--- src/rtl/cpu_types.sv ---
// cpu_types: shared types for the decode/issue/execute slice.
//   IQ_DEPTH  default issue queue depth
//   opcode_t  decoded operation class
//   task_t    one decoded instruction as it travels decode -> issue -> execute
//   is_ctrl / is_mem  opcode class helpers used by the pairing rules
package cpu_types;

  localparam int IQ_DEPTH = 8;

  typedef enum logic [3:0] {
    OP     = 4'd0,
    NOP    = 4'd1,
    LOAD   = 4'd2,
    STORE  = 4'd3,
    BRANCH = 4'd4,
    JAL    = 4'd5,
    JALR   = 4'd6
  } opcode_t;

  typedef struct packed {
    opcode_t     opcode;
    logic [4:0]  rd_addr;
    logic [4:0]  rs1_addr;
    logic [4:0]  rs2_addr;
    logic        rd_used;
    logic        rs1_used;
    logic        rs2_used;
    logic [31:0] pc;
  } task_t;

  function automatic logic is_ctrl(input opcode_t op);
    return (op == BRANCH) || (op == JAL) || (op == JALR);
  endfunction

  function automatic logic is_mem(input opcode_t op);
    return (op == LOAD) || (op == STORE);
  endfunction

endpackage

--- src/rtl/issue_queue_if.sv ---
// issue_queue_if: decode-side enqueue, execute-side issue, writeback completion
// and flush signals of the issue queue.
//   master  : driven by the surrounding pipeline (decode, execute, writeback)
//   slave   : seen by the issue queue
//   TASK_0/TASK_1, valid_0/valid_1, in_ready   enqueue pair (TASK_0 older)
//   ISSUE_0/ISSUE_1, issue_valid_0/1, issue_ready   issue pair
//   cmpl_valid, cmpl_rd_addr   writeback clears busy register
//   flush   discard queued entries;  count   occupancy
interface issue_queue_if import cpu_types::*; #(
  parameter int DEPTH = IQ_DEPTH
) ();

  task_t                  TASK_0;
  task_t                  TASK_1;
  logic                   valid_0;
  logic                   valid_1;
  logic                   in_ready;
  task_t                  ISSUE_0;
  task_t                  ISSUE_1;
  logic                   issue_valid_0;
  logic                   issue_valid_1;
  logic                   issue_ready;
  logic                   cmpl_valid;
  logic [4:0]             cmpl_rd_addr;
  logic                   flush;
  logic [$clog2(DEPTH):0] count;

  modport master (
    output TASK_0, TASK_1, valid_0, valid_1, issue_ready,
           cmpl_valid, cmpl_rd_addr, flush,
    input  in_ready, ISSUE_0, ISSUE_1, issue_valid_0, issue_valid_1, count
  );

  modport slave (
    input  TASK_0, TASK_1, valid_0, valid_1, issue_ready,
           cmpl_valid, cmpl_rd_addr, flush,
    output in_ready, ISSUE_0, ISSUE_1, issue_valid_0, issue_valid_1, count
  );

endinterface

--- src/rtl/iq_hazard_check.sv ---
// iq_hazard_check: combinational issue decision for the two oldest entries.
//   cand_0/cand_1   entry present and (for slot 0) issue allowed this cycle
//   task_0/task_1   oldest and second-oldest entries
//   busy            registered register scoreboard
//   issue_valid_0/1 slot issues this cycle
module iq_hazard_check import cpu_types::*; (
  input  logic        cand_0,
  input  logic        cand_1,
  input  task_t       task_0,
  input  task_t       task_1,
  input  logic [31:0] busy,
  output logic        issue_valid_0,
  output logic        issue_valid_1
);

  // Sources and a nonzero destination must all be idle in the scoreboard.
  function automatic logic regs_free(input task_t t, input logic [31:0] b);
    return !(t.rs1_used && b[t.rs1_addr]) &&
           !(t.rs2_used && b[t.rs2_addr]) &&
           !(t.rd_used && (t.rd_addr != 5'd0) && b[t.rd_addr]);
  endfunction

  // Rules that only matter when both entries go out together.
  function automatic logic pair_ok(input task_t t0, input task_t t1);
    logic writes0, raw, waw;
    writes0 = t0.rd_used && (t0.rd_addr != 5'd0);
    raw = writes0 && ((t1.rs1_used && (t1.rs1_addr == t0.rd_addr)) ||
                      (t1.rs2_used && (t1.rs2_addr == t0.rd_addr)));
    waw = writes0 && t1.rd_used && (t1.rd_addr == t0.rd_addr);
    return !raw && !waw && !is_ctrl(t0.opcode) &&
           !(is_mem(t0.opcode) && is_mem(t1.opcode));
  endfunction

  assign issue_valid_0 = cand_0 && regs_free(task_0, busy);
  assign issue_valid_1 = issue_valid_0 && cand_1 && regs_free(task_1, busy) &&
                         pair_ok(task_0, task_1);

endmodule

--- src/rtl/issue_queue.sv ---
// issue_queue: in-order dual-enqueue / dual-issue queue with a register busy
// scoreboard, between dual decode and the execute units.
//   CLK  clock;  RST  synchronous active-high reset
//   bus  issue_queue_if.slave: enqueue pair, issue pair, completion, flush, count
module issue_queue import cpu_types::*; #(
  parameter int DEPTH = IQ_DEPTH
) (
  input logic          CLK,
  input logic          RST,
  issue_queue_if.slave bus
);

  localparam int PTR_W = $clog2(DEPTH);
  localparam int CNT_W = PTR_W + 1;

  task_t            mem [DEPTH];
  logic [PTR_W-1:0] head;
  logic [PTR_W-1:0] tail;
  logic [PTR_W-1:0] head_1;
  logic [CNT_W-1:0] count;
  logic [31:0]      busy;
  logic [31:0]      busy_next;
  logic             in_ready;
  logic             cand_0;
  logic             cand_1;
  logic             iv0;
  logic             iv1;
  logic [1:0]       enq_n;
  logic [1:0]       iss_n;

  assign head_1   = head + PTR_W'(1);
  // Pairs enqueue atomically, so one free slot is not enough.
  assign in_ready = (count <= CNT_W'(DEPTH - 2));
  assign cand_0   = (count != '0) && bus.issue_ready && !bus.flush;
  assign cand_1   = (count >= CNT_W'(2));
  assign enq_n    = in_ready ? ({1'b0, bus.valid_0} + {1'b0, bus.valid_1}) : 2'd0;
  assign iss_n    = {1'b0, iv0} + {1'b0, iv1};

  iq_hazard_check u_hazard (
    .cand_0       (cand_0),
    .cand_1       (cand_1),
    .task_0       (mem[head]),
    .task_1       (mem[head_1]),
    .busy         (busy),
    .issue_valid_0(iv0),
    .issue_valid_1(iv1)
  );

  assign bus.in_ready      = in_ready;
  assign bus.ISSUE_0       = mem[head];
  assign bus.ISSUE_1       = mem[head_1];
  assign bus.issue_valid_0 = iv0;
  assign bus.issue_valid_1 = iv1;
  assign bus.count         = count;

  // Clear on completion first so a same-register set in this cycle wins.
  always_comb begin
    busy_next = busy;
    if (bus.cmpl_valid) busy_next[bus.cmpl_rd_addr] = 1'b0;
    if (iv0 && bus.ISSUE_0.rd_used) busy_next[bus.ISSUE_0.rd_addr] = 1'b1;
    if (iv1 && bus.ISSUE_1.rd_used) busy_next[bus.ISSUE_1.rd_addr] = 1'b1;
    busy_next[0] = 1'b0;
  end

  // Entry storage: data only, not reset. A lone TASK_1 takes the tail slot.
  always_ff @(posedge CLK) begin
    if (in_ready) begin
      if (bus.valid_0) mem[tail] <= bus.TASK_0;
      if (bus.valid_1) mem[tail + PTR_W'(bus.valid_0)] <= bus.TASK_1;
    end
  end

  // Pointers, occupancy and scoreboard. Flush keeps busy: in-flight work
  // still completes and must clear its destination.
  always_ff @(posedge CLK) begin
    if (RST) begin
      head  <= '0;
      tail  <= '0;
      count <= '0;
      busy  <= '0;
    end else begin
      busy <= busy_next;
      if (bus.flush) begin
        head  <= '0;
        tail  <= '0;
        count <= '0;
      end else begin
        head  <= head + PTR_W'(iss_n);
        tail  <= tail + PTR_W'(enq_n);
        count <= count + CNT_W'(enq_n) - CNT_W'(iss_n);
      end
    end
  end

endmodule

--- src/flat_wrapper.sv ---
// flat-port wrapper written by rule: the top's interface ports become plain ports
module issue_queue_flat import cpu_types::*;
#(
  parameter int DEPTH = IQ_DEPTH
)
  (CLK, RST, bus_TASK_0, bus_TASK_1, bus_valid_0, bus_valid_1, bus_issue_ready, bus_cmpl_valid, bus_cmpl_rd_addr, bus_flush, bus_in_ready, bus_ISSUE_0, bus_ISSUE_1, bus_issue_valid_0, bus_issue_valid_1, bus_count);
  issue_queue_if #(.DEPTH(DEPTH)) bus_i ();
  input logic CLK;
  input logic RST;
  input wire logic [$bits(bus_i.TASK_0)-1:0] bus_TASK_0;
  input wire logic [$bits(bus_i.TASK_1)-1:0] bus_TASK_1;
  input wire logic [$bits(bus_i.valid_0)-1:0] bus_valid_0;
  input wire logic [$bits(bus_i.valid_1)-1:0] bus_valid_1;
  input wire logic [$bits(bus_i.issue_ready)-1:0] bus_issue_ready;
  input wire logic [$bits(bus_i.cmpl_valid)-1:0] bus_cmpl_valid;
  input wire logic [$bits(bus_i.cmpl_rd_addr)-1:0] bus_cmpl_rd_addr;
  input wire logic [$bits(bus_i.flush)-1:0] bus_flush;
  output wire logic [$bits(bus_i.in_ready)-1:0] bus_in_ready;
  output wire logic [$bits(bus_i.ISSUE_0)-1:0] bus_ISSUE_0;
  output wire logic [$bits(bus_i.ISSUE_1)-1:0] bus_ISSUE_1;
  output wire logic [$bits(bus_i.issue_valid_0)-1:0] bus_issue_valid_0;
  output wire logic [$bits(bus_i.issue_valid_1)-1:0] bus_issue_valid_1;
  output wire logic [$bits(bus_i.count)-1:0] bus_count;
  assign bus_i.TASK_0 = bus_TASK_0;
  assign bus_i.TASK_1 = bus_TASK_1;
  assign bus_i.valid_0 = bus_valid_0;
  assign bus_i.valid_1 = bus_valid_1;
  assign bus_i.issue_ready = bus_issue_ready;
  assign bus_i.cmpl_valid = bus_cmpl_valid;
  assign bus_i.cmpl_rd_addr = bus_cmpl_rd_addr;
  assign bus_i.flush = bus_flush;
  assign bus_in_ready = bus_i.in_ready;
  assign bus_ISSUE_0 = bus_i.ISSUE_0;
  assign bus_ISSUE_1 = bus_i.ISSUE_1;
  assign bus_issue_valid_0 = bus_i.issue_valid_0;
  assign bus_issue_valid_1 = bus_i.issue_valid_1;
  assign bus_count = bus_i.count;
  issue_queue #(.DEPTH(DEPTH)) u_core (.CLK(CLK), .RST(RST), .bus(bus_i));
endmodule
--- config.mk ---
export PLATFORM = sky130hd
export DESIGN_NAME = issue_queue_flat
export DESIGN_NICKNAME = d
export VERILOG_FILES = /design/src/rtl/cpu_types.sv /design/src/rtl/issue_queue_if.sv /design/src/rtl/iq_hazard_check.sv /design/src/rtl/issue_queue.sv /design/src/flat_wrapper.sv
export SDC_FILE = /design/constraint.sdc
export NUM_CORES = 1
export LEC_CHECK = 0
export ABC_AREA = 0
export CAP_MARGIN = 10
export CORE_ASPECT_RATIO = 1.25
export CORE_MARGIN = 4
export CORE_UTILIZATION = 50
export DETAILED_ROUTE_END_ITERATION = 12
export PLACE_DENSITY = 0.71
export SLEW_MARGIN = 30
export SYNTH_ARGS = -nofsm -noshare
export SYNTH_HDL_FRONTEND = slang
export SYNTH_SLANG_ARGS = --single-unit
export TNS_END_PERCENT = 1
--- constraint.sdc ---
create_clock -name CLK -period 5.33 [get_ports CLK]
set_input_delay 0.533 -clock CLK [delete_from_list [all_inputs] [get_ports CLK]]
set_output_delay 0.533 -clock CLK [all_outputs]
set_load 0.01 [all_outputs]
* Word-level counts from Yosys, hierarchy flattened
Memories as Yosys holds them, arrays and structs flattened. A register that Yosys moved wholly into a read port is not among the register bits.
Index checks and enable logic that the tools add are counted.
** Word-level totals
- Input bits :: 120
- Memory bits (writable) :: 432
- Bits in registers :: 42
- Bits in latches :: 0
- Output and inout port bits :: 115
- Logic and storage cells :: 121
- Memories kept :: 1
- Memory bits (read-only) :: 0
** Memories
- u_core.mem :: depth 8, width 54, rd ports 2, clocked after Yosys merged registers in 1, write ports 2, line issue_queue.sv:16 : task_t mem [DEPTH];
** Operators by class
- Order comparisons :: 12
- Equality and inequality tests :: 10
- Shift operators :: 0
- Add/sub/neg operators :: 8
- Mux-type cells :: 29
- Reductions and logical operators :: 52
- Div/mod/pow operators :: 0
- Multipliers :: 0
- Bitwise gates (word level) :: 4
** Operator list (count)
- $mux 32 :: 3
- $or 32x32->32 :: 2
- $lt 5x6->1 const B :: 7
- $and 32x32->32 :: 1
- $logic_and 1x1->1 :: 32
- $not 32->32 :: 1
- $bmux 1 s5 :: 6
- $eq 4x2->1 const B :: 4
- $demux 1 s5 :: 3
- $eq 5x5->1 :: 3
- $ge 5x1->1 const B :: 3
- $mux 1 :: 15
- $eq 4x3->1 const B :: 3
- $logic_not 1->1 :: 11
- $reduce_bool 5->1 :: 2
- $add 3x2->3 :: 2
- $logic_or 1x1->1 :: 5
- $add 1x1->2 :: 2
- $add 4x2->4 :: 1
- $ge 4x2->1 const B :: 1
- $le 4x3->1 const B :: 1
- $reduce_bool 4->1 :: 1
- $sub 4x2->4 :: 1
- $add 3x1->3 :: 1
- 4 further kinds :: 4

* Logic depth before layout (Yosys ltp)
An unclocked memory read counts as a cell.
- Depth after elaboration :: 14
- Mapped depth :: 22

* Cells and area by module
From an unflattened synthesis, not the netlist that was laid out.
** Unflattened totals
- Cells, all modules :: 1903
- Area, all modules :: 29226.8 um^2
** Modules (own cells, without submodules)
- issue_queue :: seq. area each 13793.2 um^2, times used 1, area an instance 27367.5 um^2, cells an instance 1757
- iq_hazard_check :: seq. area each 0.0 um^2, times used 1, area an instance 1859.3 um^2, cells an instance 146

* Least setup slack after synthesis
OpenSTA, ideal clock, no wires.
- Path type :: reg2reg
- Start :: register u_core.count[3] (netlist: u_core.bus.count[3])
- End :: memory u_core.mem[1][0] (netlist name), enable pin
- Period minus slack after synthesis :: 5.899 ns
- Setup slack :: -0.569 ns
- Arrival time :: 5.353 ns
- Cell stages (with the launch flop) :: 6
- Cells stage by stage :: dfxtp_1 -> inv_1 -> ha_1 -> a31oi_1 -> nand3_1 -> o31ai_1
** RTL lines
- from (decl) :: line issue_queue.sv:20 : logic [CNT_W-1:0] count;
- from (signal assigned) :: line issue_queue.sv:90 : count <= count + CNT_W'(enq_n) - CNT_W'(iss_n);
- to (decl) :: line issue_queue.sv:16

* Final worst setup path
- Start :: register u_core.head[1]
- End :: output bus_issue_valid_1
** Between the ends
- Cells in the longest elaborated chain, start to end :: 11
- Elaborated cells between the ends (all ways) :: 39
- Classes of those cells :: add/sub: 1; eq/ne: 5; mux: 6; reduce/logical: 26; memory: 1
** Ends and longest elaborated chain
- from (decl) :: line issue_queue.sv:17 : logic [PTR_W-1:0] head;
- from (signal assigned) :: line issue_queue.sv:88 : head <= head + PTR_W'(iss_n);
- $add 3x1->3 (*) :: line issue_queue.sv:31 : assign head_1 = head + PTR_W'(1);
- $mem_v2 8x54 (*)
- parallel branches: the longest is 8 deep, another holds $bmux 1 s5
- $logic_and 1x1->1 (*) :: line iq_hazard_check.sv:35 : assign issue_valid_1 = issue_valid_0 && cand_1 && regs_free(task_1, busy) &&
- to (decl) :: line flat_wrapper.sv:22 : output wire logic [$bits(bus_i.issue_valid_1)-1:0] bus_issue_valid_1;
Every way passes the cells marked *. The select of a mux whose other input is x is not followed.

==> key figures <==
Worst setup path
  • R2R setup slack: about 260 ps
  • Largest stage delay on the critical path: roughly 620 ps
  • CP endpoint kind: output port
  • Top cell by count, worst path: nand3_1
  • Chain of cells forming the critical path: ha_4 > buf_12 > mux2_2 > mux4_2 > or3_1 > a211o_1 > nand3_1 > a2111o_1 > nand3_1 > nor3_2 > buf_4 > clkdlybuf4s50_1
  • WS Path Type: flip-flop to output port
  • RR Endpoint: u_core.bus.count[3]$_SDFF_PP0_
  • Worst setup SP type: flip-flop
  • CP Data Required Time: 4800 ps
  • Slowest library cell on the worst path: mux4_2
  • R2R cell count: 20
  • Crit Path Max Fanout: 24
  • Crit path DAT: ~4700 ps
  • Reg-to-reg startpoint: u_core.head[1]$_SDFF_PP0_

Power
  • P_leak: 11.6 nW
  • PD cells: 363 nW/µm²
  • Worst IR Drop VDD: about 260 µV

Placed design
  • Port Buf Inserts: approximately 230
  • RD Place Congestion: around 0.95
  • Placed Area: ~33000 µm²
  • Hpwl dp: about 59 mm

Synthesis
  • Top cells by area, synth: edfxtp_1 (44%), mux2_2 (18%), mux4_2 (15%), mux2i_1 (4.1%), dfxtp_1 (2.8%)
  • Post-synth top area cell: edfxtp_1
  • Post-synthesis cell type count: 85
  • Post-synth EDFFs: 432
  • Post-Syn Nets: about 2200
  • Predominant post-synthesis flop cell: edfxtp_1
  • Asr flop ratio synth: 0%
  • Area share of the largest cell type after synthesis: between 40% and 50%
  • Mapped Cells: between 2000 and 2500
  • Sequential area share after synthesis: between 40 and 50%
  • Avg Cell Area, Syn: 14.2 µm²
  • Mapped cell area: approximately 30000 µm²
  • Seq cells post-synth: about 470
  • Yosys warnings: 0

Global routing
  • Vias in the first global route: 21400
  • Global-route wire length before repair: ~140 mm
  • Grt ovf: 0
  • Largest net degree at the start of global routing: ~110
  • Total track usage: about 30%
  • Initial antenna violation count: 12

Die
  • Die area: approximately 64000 µm²
  • I/O pin total: ~240
  • Die Y: 281 µm
  • Rows: 99
  • Die W: 226 µm
  • Initial Util: 50.8%
  • Core ar.: roughly 59000 µm²

Worst hold path
  • Worst hold endpoint: u_core.tail[0]$_SDFF_PP0_
  • WHS Path Cells: 2
  • Hold_sp: u_core.tail[0]$_SDFF_PP0_
  • Hold Path Class: flip-flop to flip-flop

Clock network
  • CTS Hold Bufs: 0
  • H-tree level count: 2
  • CTS root buffer: clkbuf_16
  • CTS Buffer Depth: 3
  • CTS tree: yes
  • CTS Buf Count: ~50
  • Skew-Pair Late Insertion Delay: about 610 ps
  • CTS sink count: 473
  • Worst-path clk slew: 60 ps

Routing
  • Vias: ~21000
  • Number of remaining DRC errors: 0
  • Initial drt markers: roughly 2000
  • DR vias/cell: between 6 and 7
  • Routed len/inst: roughly 30 µm
  • Detail Route Antenna Nets: 0
  • First-pass detailed-route iteration total: 6
  • Final wirelength: 94.5 mm

Final layout
  • Post-route cell area: ~35000 µm²
  • Layout overhead on the synthesized area: 17.8%
  • Layout Nets: between 2000 and 2500
  • Share of cells above drive strength 1: 37.6%
  • Fill count: 4557

Timing
  • WHS: slightly below 700 ps
  • Worst Tran Pin Value: between 1000 and 1500 ps
  • Fmax: ~190 MHz
  • Final Cycle Share: between 90 and 100%
  • Final setup vio count: 0
  • Final Hold Vio Count: 0
  • Slew headroom: about a third
  • Min Tclk post-route: approximately 5200 ps
  • Clock skew: between 15 and 20 ps
  • Pins Over Slew Limit: 0

Outcome
  • Status: complete, no violations

Job
  • Max-cap violation count: 0
## sequential cells by signal, summed over array words and instances, names as in the netlist
| signal | count |
|---|---|
| u_core.tail | 3 |
| u_core.busy | 31 |
| u_core.head | 3 |
| u_core.bus.count | 4 |
| u_core.mem | 432 |
## kinds of logic after synthesis
group,after synthesis,synth area share (%)
AOI/OAI and AO/OA,156,3.99
xor gates and xnor gates,23,0.739
and+or+nand+nor,421,6.81
buffers and inverters,183,2.86
muxes,822,38.5
adders and majority gates,17,0.814
DFF,473,46.3
## stage by stage
stage          setup TNS [ps]  utilization (%)  instances  total power, mW  worst slack, ps
2_1_floorplan          -72130                -       2095             7.34             -563
6_report                    0             59.8       3126             12.8              133
3_5_place_dp                0             56.7       3016             9.11             95.0
5_1_grt                 -13.7             59.8       3121             13.3            -13.7
3_3_place_gp                0             56.7       3016             9.03             62.3
4_1_cts                     0             59.6       3114             12.8             23.5
## report_power, final
part / leakage, nW / internal, mW / total (mW) / switching (mW)
clock: 0.829 / 2.12 / 3.67 / 1.55
sequential: 4.28 / 4.50 / 4.69 / 0.184
combinational: 6.50 / 2.10 / 4.41 / 2.30
total: 11.6 / 8.73 / 12.8 / 4.04
## final cells by class
cell class	instances	area, µm²	share of cell area [%]
diodes	7	17.5	0.0499
clock buffers	69	1380	3.91
clock inverters	27	337	0.958
inverters	48	186	0.531
multi-input cells	1439	15300	43.7
flip-flops and latches	473	13800	39.3
well taps	757	947	2.70
repair buffers	306	3120	8.89
## cell usage after synthesis (8+ instances only)
master    instances
a211oi_1          8
a21o_1           10
a21oi_1          16
a221o_1          23
a22oi_1           8
a31oi_1           9
and2_1            8
and3_1            9
buf_1            22
buf_2            15
buf_4            13
buf_6             9
clkbuf_1         74
dfxtp_1          41
edfxtp_1        432
ha_1             13
inv_1            43
mux2_2          485
mux2i_1         122
mux4_2          205
nand2_1         191
nand2b_1         15
nand3_1          33
nand3b_1         16
nor2_1           70
nor2b_1          14
nor3_1           14
nor3b_1          19
o21ai_0          30
xnor2_1          15
## layer usage
metal	routed length (µm)	track usage, %
met4	3690	10.2
met5	75	0
met2	46500	49.1
met1	36300	37.7
met3	7940	6.13
## repair_timing
item | CTS | global route
pin swaps | 1 | 1
cloned | 0 | 1
gates resized for setup | 1 | 8
endpoints found under the setup margin | 1 | 4
buffers inserted | 2 | 4
## layout by cell type (no fill, tap or decap), types with 23 or more instances in the layout
cell             instances
a221o_1                 23
clkdlybuf4s50_1        234
mux4_2                 205
nor2_1                  70
o21ai_0                 28
nand2_1                187
mux2_2                 485
nand3_1                 33
buf_4                   49
dfxtp_1                 38
clkbuf_16               53
edfxtp_1               432
inv_1                   42
mux2i_1                122
## worst max path at each step
stage	start	endpoint	slack (ps)
after detailed placement	u_core.head[0]$_SDFF_PP0_	u_core.bus.count[3]$_SDFF_PP0_	100
after CTS	u_core.head[1]$_SDFF_PP0_	bus_issue_valid_1	20
final	u_core.head[1]$_SDFF_PP0_	bus_issue_valid_1	130
after global routing	u_core.head[1]$_SDFF_PP0_	bus_issue_valid_1	-10
after global placement	u_core.head[0]$_SDFF_PP0_	u_core.bus.count[3]$_SDFF_PP0_	60
after floorplan	u_core.bus.count[3]$_SDFF_PP0_	u_core.mem[0][0]$_DFFE_PP_	-560
## worst max-delay path: cells and delay by family (launching register included)
kind,cells,cell delay (ps)
AO/OA/AOI/OAI,2,490
adder cells (fa/ha/maj),1,370
multiplexers,2,990
AND/OR/NAND/NOR,4,820
flip-flops,1,380
buffers and inverters,3,990
Note: power is estimated with default switching activity, not from simulation.
